===== src/rtl/tsetlin_pkg.sv =====
// -----------------------------------------------------------------------------
// tsetlin_pkg
// Shared definitions for the Tsetlin automaton next-state stage:
//   - feedback command codes (FB_*)
//   - automaton state width and the include/exclude bit position
//   - FSM state encoding for the update controller
//   - ta_next(): saturating next-state rule for one feedback command
// -----------------------------------------------------------------------------
package tsetlin_pkg;

    localparam int TA_STATE_W     = 3;
    localparam int TA_INCLUDE_BIT = 2;

    localparam logic [1:0] FB_NONE    = 2'b00;
    localparam logic [1:0] FB_REWARD  = 2'b01;
    localparam logic [1:0] FB_PENALTY = 2'b10;
    localparam logic [1:0] FB_RSVD    = 2'b11;

    typedef enum logic [1:0] {
        IDLE  = 2'd0,
        EVAL  = 2'd1,
        WRITE = 2'd2
    } ta_fsm_e;

    // Returns {skip, next_state}. Reward pushes the state deeper into its
    // current half (saturating at 0/7); penalty pushes it toward the 3/4
    // boundary and across it, so it can never wrap.
    function automatic logic [TA_STATE_W:0] ta_next(
        input logic [TA_STATE_W-1:0] s,
        input logic [1:0]            fb
    );
        logic [TA_STATE_W-1:0] nxt;
        logic                  skip;
        nxt  = s;
        skip = 1'b0;
        case (fb)
            FB_REWARD: begin
                if (s[TA_INCLUDE_BIT]) begin
                    nxt = (s == 3'd7) ? s : s + 3'd1;
                end else begin
                    nxt = (s == 3'd0) ? s : s - 3'd1;
                end
            end
            FB_PENALTY: begin
                if (s[TA_INCLUDE_BIT]) begin
                    nxt = s - 3'd1;
                end else begin
                    nxt = s + 3'd1;
                end
            end
            default: begin
                nxt  = s;
                skip = 1'b1;
            end
        endcase
        return {skip, nxt};
    endfunction

endpackage


===== src/rtl/tsetlin_lfsr.sv =====
// -----------------------------------------------------------------------------
// tsetlin_lfsr
// 8-bit Fibonacci LFSR, polynomial x^8 + x^6 + x^5 + x^4 + 1, free running.
// Ports:
//   clk  - rising-edge clock
//   rst  - synchronous active-high reset, loads SEED
//   lfsr - current LFSR value
// SEED must be non-zero or the register locks up at zero.
// -----------------------------------------------------------------------------
module tsetlin_lfsr #(
    parameter logic [7:0] SEED = 8'hA5
) (
    input  logic       clk,
    input  logic       rst,
    output logic [7:0] lfsr
);

    logic [7:0] lfsr_r;
    logic       fb_s;

    // Feedback taps at bits 8, 6, 5, 4 (1-based).
    assign fb_s = lfsr_r[7] ^ lfsr_r[5] ^ lfsr_r[4] ^ lfsr_r[3];

    // Shift register, advances every cycle.
    always_ff @(posedge clk) begin
        if (rst) begin
            lfsr_r <= SEED;
        end else begin
            lfsr_r <= {lfsr_r[6:0], fb_s};
        end
    end

    assign lfsr = lfsr_r;

endmodule


===== src/rtl/tsetlin_state_update.sv =====
// -----------------------------------------------------------------------------
// tsetlin_state_update
// Next-state stage for a 3-bit Tsetlin automaton. Accepts one feedback command
// per transaction (IDLE -> EVAL -> WRITE), holds the current automaton state and
// drives it bit-wise to the downstream state register.
// Ports:
//   clk, rst             - clock, synchronous active-high reset
//   fb_valid/fb_ready    - command handshake (ready only in IDLE)
//   fb_type              - 00 inaction, 01 reward, 10 penalty, 11 reserved
//   next_b2/b1/b0        - committed state bits (MSB first)
//   action               - include (1) / exclude (0), equals next_b2
//   upd_done             - one-cycle pulse after each commit
//   upd_skipped          - qualifies upd_done: state left unchanged on purpose
// Optional feature macro: TSETLIN_GATE_EN (probabilistic gating of updates by
// an LFSR compared against PROB_THRESH).
// -----------------------------------------------------------------------------
module tsetlin_state_update
    import tsetlin_pkg::*;
#(
    parameter logic [2:0] INIT_STATE  = 3'd3,
    parameter logic [7:0] PROB_THRESH = 8'd64,
    parameter logic [7:0] LFSR_SEED   = 8'hA5
) (
    input  logic       clk,
    input  logic       rst,
    input  logic       fb_valid,
    output logic       fb_ready,
    input  logic [1:0] fb_type,
    output logic       next_b2,
    output logic       next_b1,
    output logic       next_b0,
    output logic       action,
    output logic       upd_done,
    output logic       upd_skipped
);

    ta_fsm_e                 fsm_r;
    ta_fsm_e                 fsm_nxt_s;
    logic                    fb_ready_r;
    logic [1:0]              fb_type_r;
    logic [1:0]              fb_eff_s;
    logic [TA_STATE_W-1:0]   state_r;
    logic [TA_STATE_W-1:0]   cand_r;
    logic                    skip_r;
    logic [TA_STATE_W:0]     eval_s;
    logic                    upd_done_r;
    logic                    upd_skipped_r;
    logic                    accept_s;

    assign accept_s = fb_valid & fb_ready_r;

`ifdef TSETLIN_GATE_EN
    logic [7:0] lfsr_s;

    tsetlin_lfsr #(
        .SEED (LFSR_SEED)
    ) u_lfsr (
        .clk  (clk),
        .rst  (rst),
        .lfsr (lfsr_s)
    );

    // A gated-off command degrades to inaction so it is reported as skipped.
    always_comb begin
        fb_eff_s = FB_NONE;
        if (lfsr_s < PROB_THRESH) begin
            fb_eff_s = fb_type_r;
        end else begin
            fb_eff_s = FB_NONE;
        end
    end
`else
    logic unused_cfg_s;
    assign unused_cfg_s = ^{PROB_THRESH, LFSR_SEED};

    // Without gating every latched command is applied as-is.
    always_comb begin
        fb_eff_s = fb_type_r;
    end
`endif

    assign eval_s = ta_next(state_r, fb_eff_s);

    // Next-state logic of the IDLE/EVAL/WRITE controller.
    always_comb begin
        fsm_nxt_s = fsm_r;
        case (fsm_r)
            IDLE: begin
                if (fb_valid) begin
                    fsm_nxt_s = EVAL;
                end else begin
                    fsm_nxt_s = IDLE;
                end
            end
            EVAL:    fsm_nxt_s = WRITE;
            WRITE:   fsm_nxt_s = IDLE;
            default: fsm_nxt_s = IDLE;
        endcase
    end

    // Controller state, command latch, candidate holding register and the
    // committed state; reset discards any in-flight command.
    always_ff @(posedge clk) begin
        if (rst) begin
            fsm_r         <= IDLE;
            fb_ready_r    <= 1'b1;
            fb_type_r     <= FB_NONE;
            cand_r        <= INIT_STATE;
            skip_r        <= 1'b0;
            state_r       <= INIT_STATE;
            upd_done_r    <= 1'b0;
            upd_skipped_r <= 1'b0;
        end else begin
            fsm_r         <= fsm_nxt_s;
            fb_ready_r    <= (fsm_nxt_s == IDLE);
            if (accept_s) begin
                fb_type_r <= fb_type;
            end
            if (fsm_r == EVAL) begin
                skip_r <= eval_s[TA_STATE_W];
                cand_r <= eval_s[TA_STATE_W-1:0];
            end
            if (fsm_r == WRITE) begin
                state_r <= cand_r;
            end
            upd_done_r    <= (fsm_r == WRITE);
            upd_skipped_r <= (fsm_r == WRITE) & skip_r;
        end
    end

    assign fb_ready    = fb_ready_r;
    assign next_b2     = state_r[2];
    assign next_b1     = state_r[1];
    assign next_b0     = state_r[0];
    assign action      = state_r[TA_INCLUDE_BIT];
    assign upd_done    = upd_done_r;
    assign upd_skipped = upd_skipped_r;

endmodule


===== config.mk =====
export PLATFORM = sky130hd
export DESIGN_NAME = tsetlin_state_update
export DESIGN_NICKNAME = d
export VERILOG_FILES = /design/src/rtl/tsetlin_pkg.sv /design/src/rtl/tsetlin_lfsr.sv /design/src/rtl/tsetlin_state_update.sv
export SDC_FILE = /design/constraint.sdc
export NUM_CORES = 1
export LEC_CHECK = 0
export ABC_CLOCK_PERIOD_IN_PS = 5100
export CAP_MARGIN = 25
export CORE_AREA = 2 2 39 41
export CTS_BUF_LIST = sky130_fd_sc_hd__clkbuf_2 sky130_fd_sc_hd__clkbuf_4 sky130_fd_sc_hd__clkbuf_8
export CTS_CLUSTER_DIAMETER = 40
export DETAILED_ROUTE_END_ITERATION = 7
export DIE_AREA = 0 0 41 43
export GPL_TIMING_DRIVEN = 0
export PLACE_DENSITY = 0.85
export SYNTH_ARGS = -nofsm -noshare
export SYNTH_HDL_FRONTEND = slang
export SYNTH_SLANG_ARGS = --single-unit

===== constraint.sdc =====
create_clock -name clk -period 5.1 [get_ports clk]
set_clock_uncertainty 0.1 [all_clocks]
set_input_delay 1.275 -clock clk [delete_from_list [all_inputs] [get_ports clk]]
set_output_delay 1.275 -clock clk [all_outputs]
set_load 0.03 [all_outputs]

==> impl_results.md <==
- Final setup TNS: 0 ns
- Ant diodes: 0
- Clk slew on worst S/H paths: around 0.080 ns
- Fin. Hold Viols: 0
- Drt wl/cell: about 11 microns
- Die width: just over 40 microns
- Area grow syn2layout: 24.8%
- Worst-Margin Slew: just under 0.4 ns
- Drt total wl: 1.16 mm
- Root Driver: clkbuf_4
- DIE AREA: around 1800 sq um
- Max Fanout on Critical Path: 3
- DR iter-0 viols: 13
- Synthesized netlist cell count: between 70 and 80
- Sw Ratio: 0.232
- Outcome: finished, final reports clean
- Die height: roughly 43 microns
- Most common cell in the synthesized netlist: dfxtp_1
- Crit. End Element: primary output
- Highest Clock Rate: between 300 and 400 MHz
- Yosys cell types: 26
- Tightest Hold Check Type: register to register
- Top_reg_cell synth: dfxtp_1
- Initial antenna violation count: 0
- Drt pass-1 iters: 3
- Post-cts sizing count: 0
- Peak supply drop: between 0.2 and 0.25 mV
- P_sw: about 0.000051 W
- PwrDens: 264 nW/um^2
- # rows: 14
- Vias in the first global route: roughly 440
- Period utilization: 0.544
- Critical Path, Cell by Cell: buf_4, clkdlybuf4s50_1
- Final hold slack: roughly 0.36 ns
- Asr flop ratio synth: 0
- Synth area leaders: dfxtp_1, ha_1, nand2_1
- Via count: 560
- Delay-heaviest family, CP: buffers and inverters
- Hold-fix buffers, CTS: 0
- First-pass GRT wire length: 1.81 mm
- CTS Buf Count: 3
- CP max stage cell: clkdlybuf4s50_1
- Post-Syn Area: 671 sq um
- Power share of the clock group: 0.349
- CP peak stage delay: 0.65 ns
- Final setup violation count: 0
- Critical Path RT: 3.72 ns
- Final net count: 102
- GRT Total Usage: 0.152
- Slew Limit Fails: 0
- Top post-synthesis cells by count: dfxtp_1, nand2_1, a21oi_1
- Drt drc: 0
- CP Buf/Inv Count: 2
- Slew margin rel.: 0.735
- Core Footprint: between 1000 and 1500 sq um
- Post-CTS Setup Inserts: 0
- Setup crit start kind: register
- R2r setup slk: 3.30 ns
- Via density: between 5 and 6
- CTS tree: built
- Setup Crit Path Kind: register to primary output
- Placement Setup Slack: roughly 2.5 ns
- Initial core utilization: 0.485
- Post-synth top area share: 0.418
- CTS H-tree depth: 1
- HPWL after DPL: between 800 and 900 microns
- Max-cap viol count: 0
- Sequential share of power: 0.528
- Leading area contributor after synthesis: dfxtp_1
- Post-synth EDFFs: 0
- Combinational power share: 0.123
- Largest net degree at the start of global routing: 11
- Synthesized area per cell: between 8 and 9 sq um
- I/O Buffers: 11
- Post-route worst setup slack: about 2.3 ns
- Worst-Skew Late Latency: between 0.2 and 0.3 ns
- Antenna Nets Post-Route: 0
- Crit path arrival time: 1.40 ns
- GRT Residual Overflow: 0
- Pint: between 0.00015 and 0.0002 W
- Ports: 12
- Gp weighted congestion: 0.733
- Proportion of layout cells with a drive suffix above 1: 0.0879
- Flops & latches, synth: 14
- LEAKAGE: about 0.34 nW
- Max Buffers Root-to-Sink: 2
- Net Count, Synth: 86
- Clk sinks: 14
- Register area share after synthesis: 0.418
- RSZ-0062 raised after global routing: false
- Final min period: 2.78 ns
- Yosys Warn Count: 0
[routing by layer]
layer,routed length [microns],GRT usage
met3,66,0.0942
met5,0,0
met1,533,0.200
met2,557,0.216
met4,0,0.0200
[worst register-to-register path, cell delays in order, from the launching register on]
cell	delay, ns
dfxtp_1	0.38
inv_1	0.10
ha_1	0.23
mux2i_2	0.19
xnor2_1	0.09
a221o_1	0.32
a221o_1	0.28
[area by class of cell]
| type | instances | area (sq um) |
|---|---|---|
| inverter | 5 | 18.8 |
| fill | 118 | 547 |
| timing repair buffer | 11 | 110 |
| sequential | 14 | 280 |
| tap | 16 | 20.0 |
| clock buffer | 4 | 36.3 |
| multi-input combinational | 54 | 349 |
| buffer | 3 | 22.5 |
[cells by family after synthesis]
logic type	Yosys count	synth area share
AO/OA/AOI/OAI	16	0.153
multiplexers	2	0.0354
AND/OR/NAND/NOR	30	0.226
flip-flops	14	0.418
buffers and inverters	8	0.0616
XOR/XNOR	1	0.0131
adder cells (fa/ha/maj)	5	0.0933
[sequential cells by signal, summed over array words and instances, names as in the netlist]
register,count
fb_ready,1
cand_r,3
state_r,3
upd_done,1
upd_skipped,1
fb_eff_s,2
skip_r,1
fsm_r,2
[path summary, 6_finish.rpt]
check,to,from,cells after the start
max,next_b2,state_r[2]$_SDFFE_PP0P_,2
min,skip_r$_SDFFE_PP0P_,skip_r$_SDFFE_PP0P_,2
max reg2reg,cand_r[0]$_SDFFE_PP1P_,state_r[1]$_SDFFE_PP1P_,6
min reg2reg,skip_r$_SDFFE_PP0P_,skip_r$_SDFFE_PP0P_,2
[cell usage in the layout (no fill, tap or decap)]
| master | instances |
|---|---|
| o221ai_1 | 1 |
| clkbuf_1 | 1 |
| mux2i_1 | 1 |
| or3b_2 | 1 |
| buf_6 | 1 |
| inv_1 | 5 |
| o211ai_1 | 1 |
| a221o_1 | 2 |
| clkdlybuf4s50_1 | 11 |
| buf_4 | 1 |
| nor2_1 | 5 |
| nand3b_1 | 1 |
| nor3_1 | 1 |
| a21oi_1 | 7 |
| nand3_1 | 3 |
| nor2b_1 | 2 |
| a31oi_1 | 1 |
| clkbuf_4 | 3 |
| dfxtp_1 | 14 |
| o21ai_0 | 3 |
| ha_1 | 5 |
| nand2b_1 | 5 |
| xnor2_1 | 1 |
| a32o_1 | 1 |
| nand2_1 | 10 |
| nor4b_1 | 1 |
| clkbuf_8 | 1 |
| and2_1 | 1 |
| mux2i_2 | 1 |
[stage by stage]
step	utilization	std cells	total power, W	cell area, sq um
global placement	0.579	103	0.000146	801
CTS	0.605	107	0.000224	837
finish	0.605	107	0.000221	837
global route	0.605	107	0.000234	837
floorplan	-	76	0.000137	671
detailed placement	0.579	103	0.000146	801
[power by group through the flow]
stage | combinational [W] | sequential, W | clock [W]
CTS | 0.0000272 | 0.000117 | 0.0000796
global route | 0.0000300 | 0.000117 | 0.0000862
floorplan | 0.0000158 | 0.000121 | 0
finish | 0.0000272 | 0.000117 | 0.0000773
detailed placement | 0.0000271 | 0.000119 | 0
global placement | 0.0000266 | 0.000119 | 0
No activity file was read; power rests on OpenSTA's default activity.
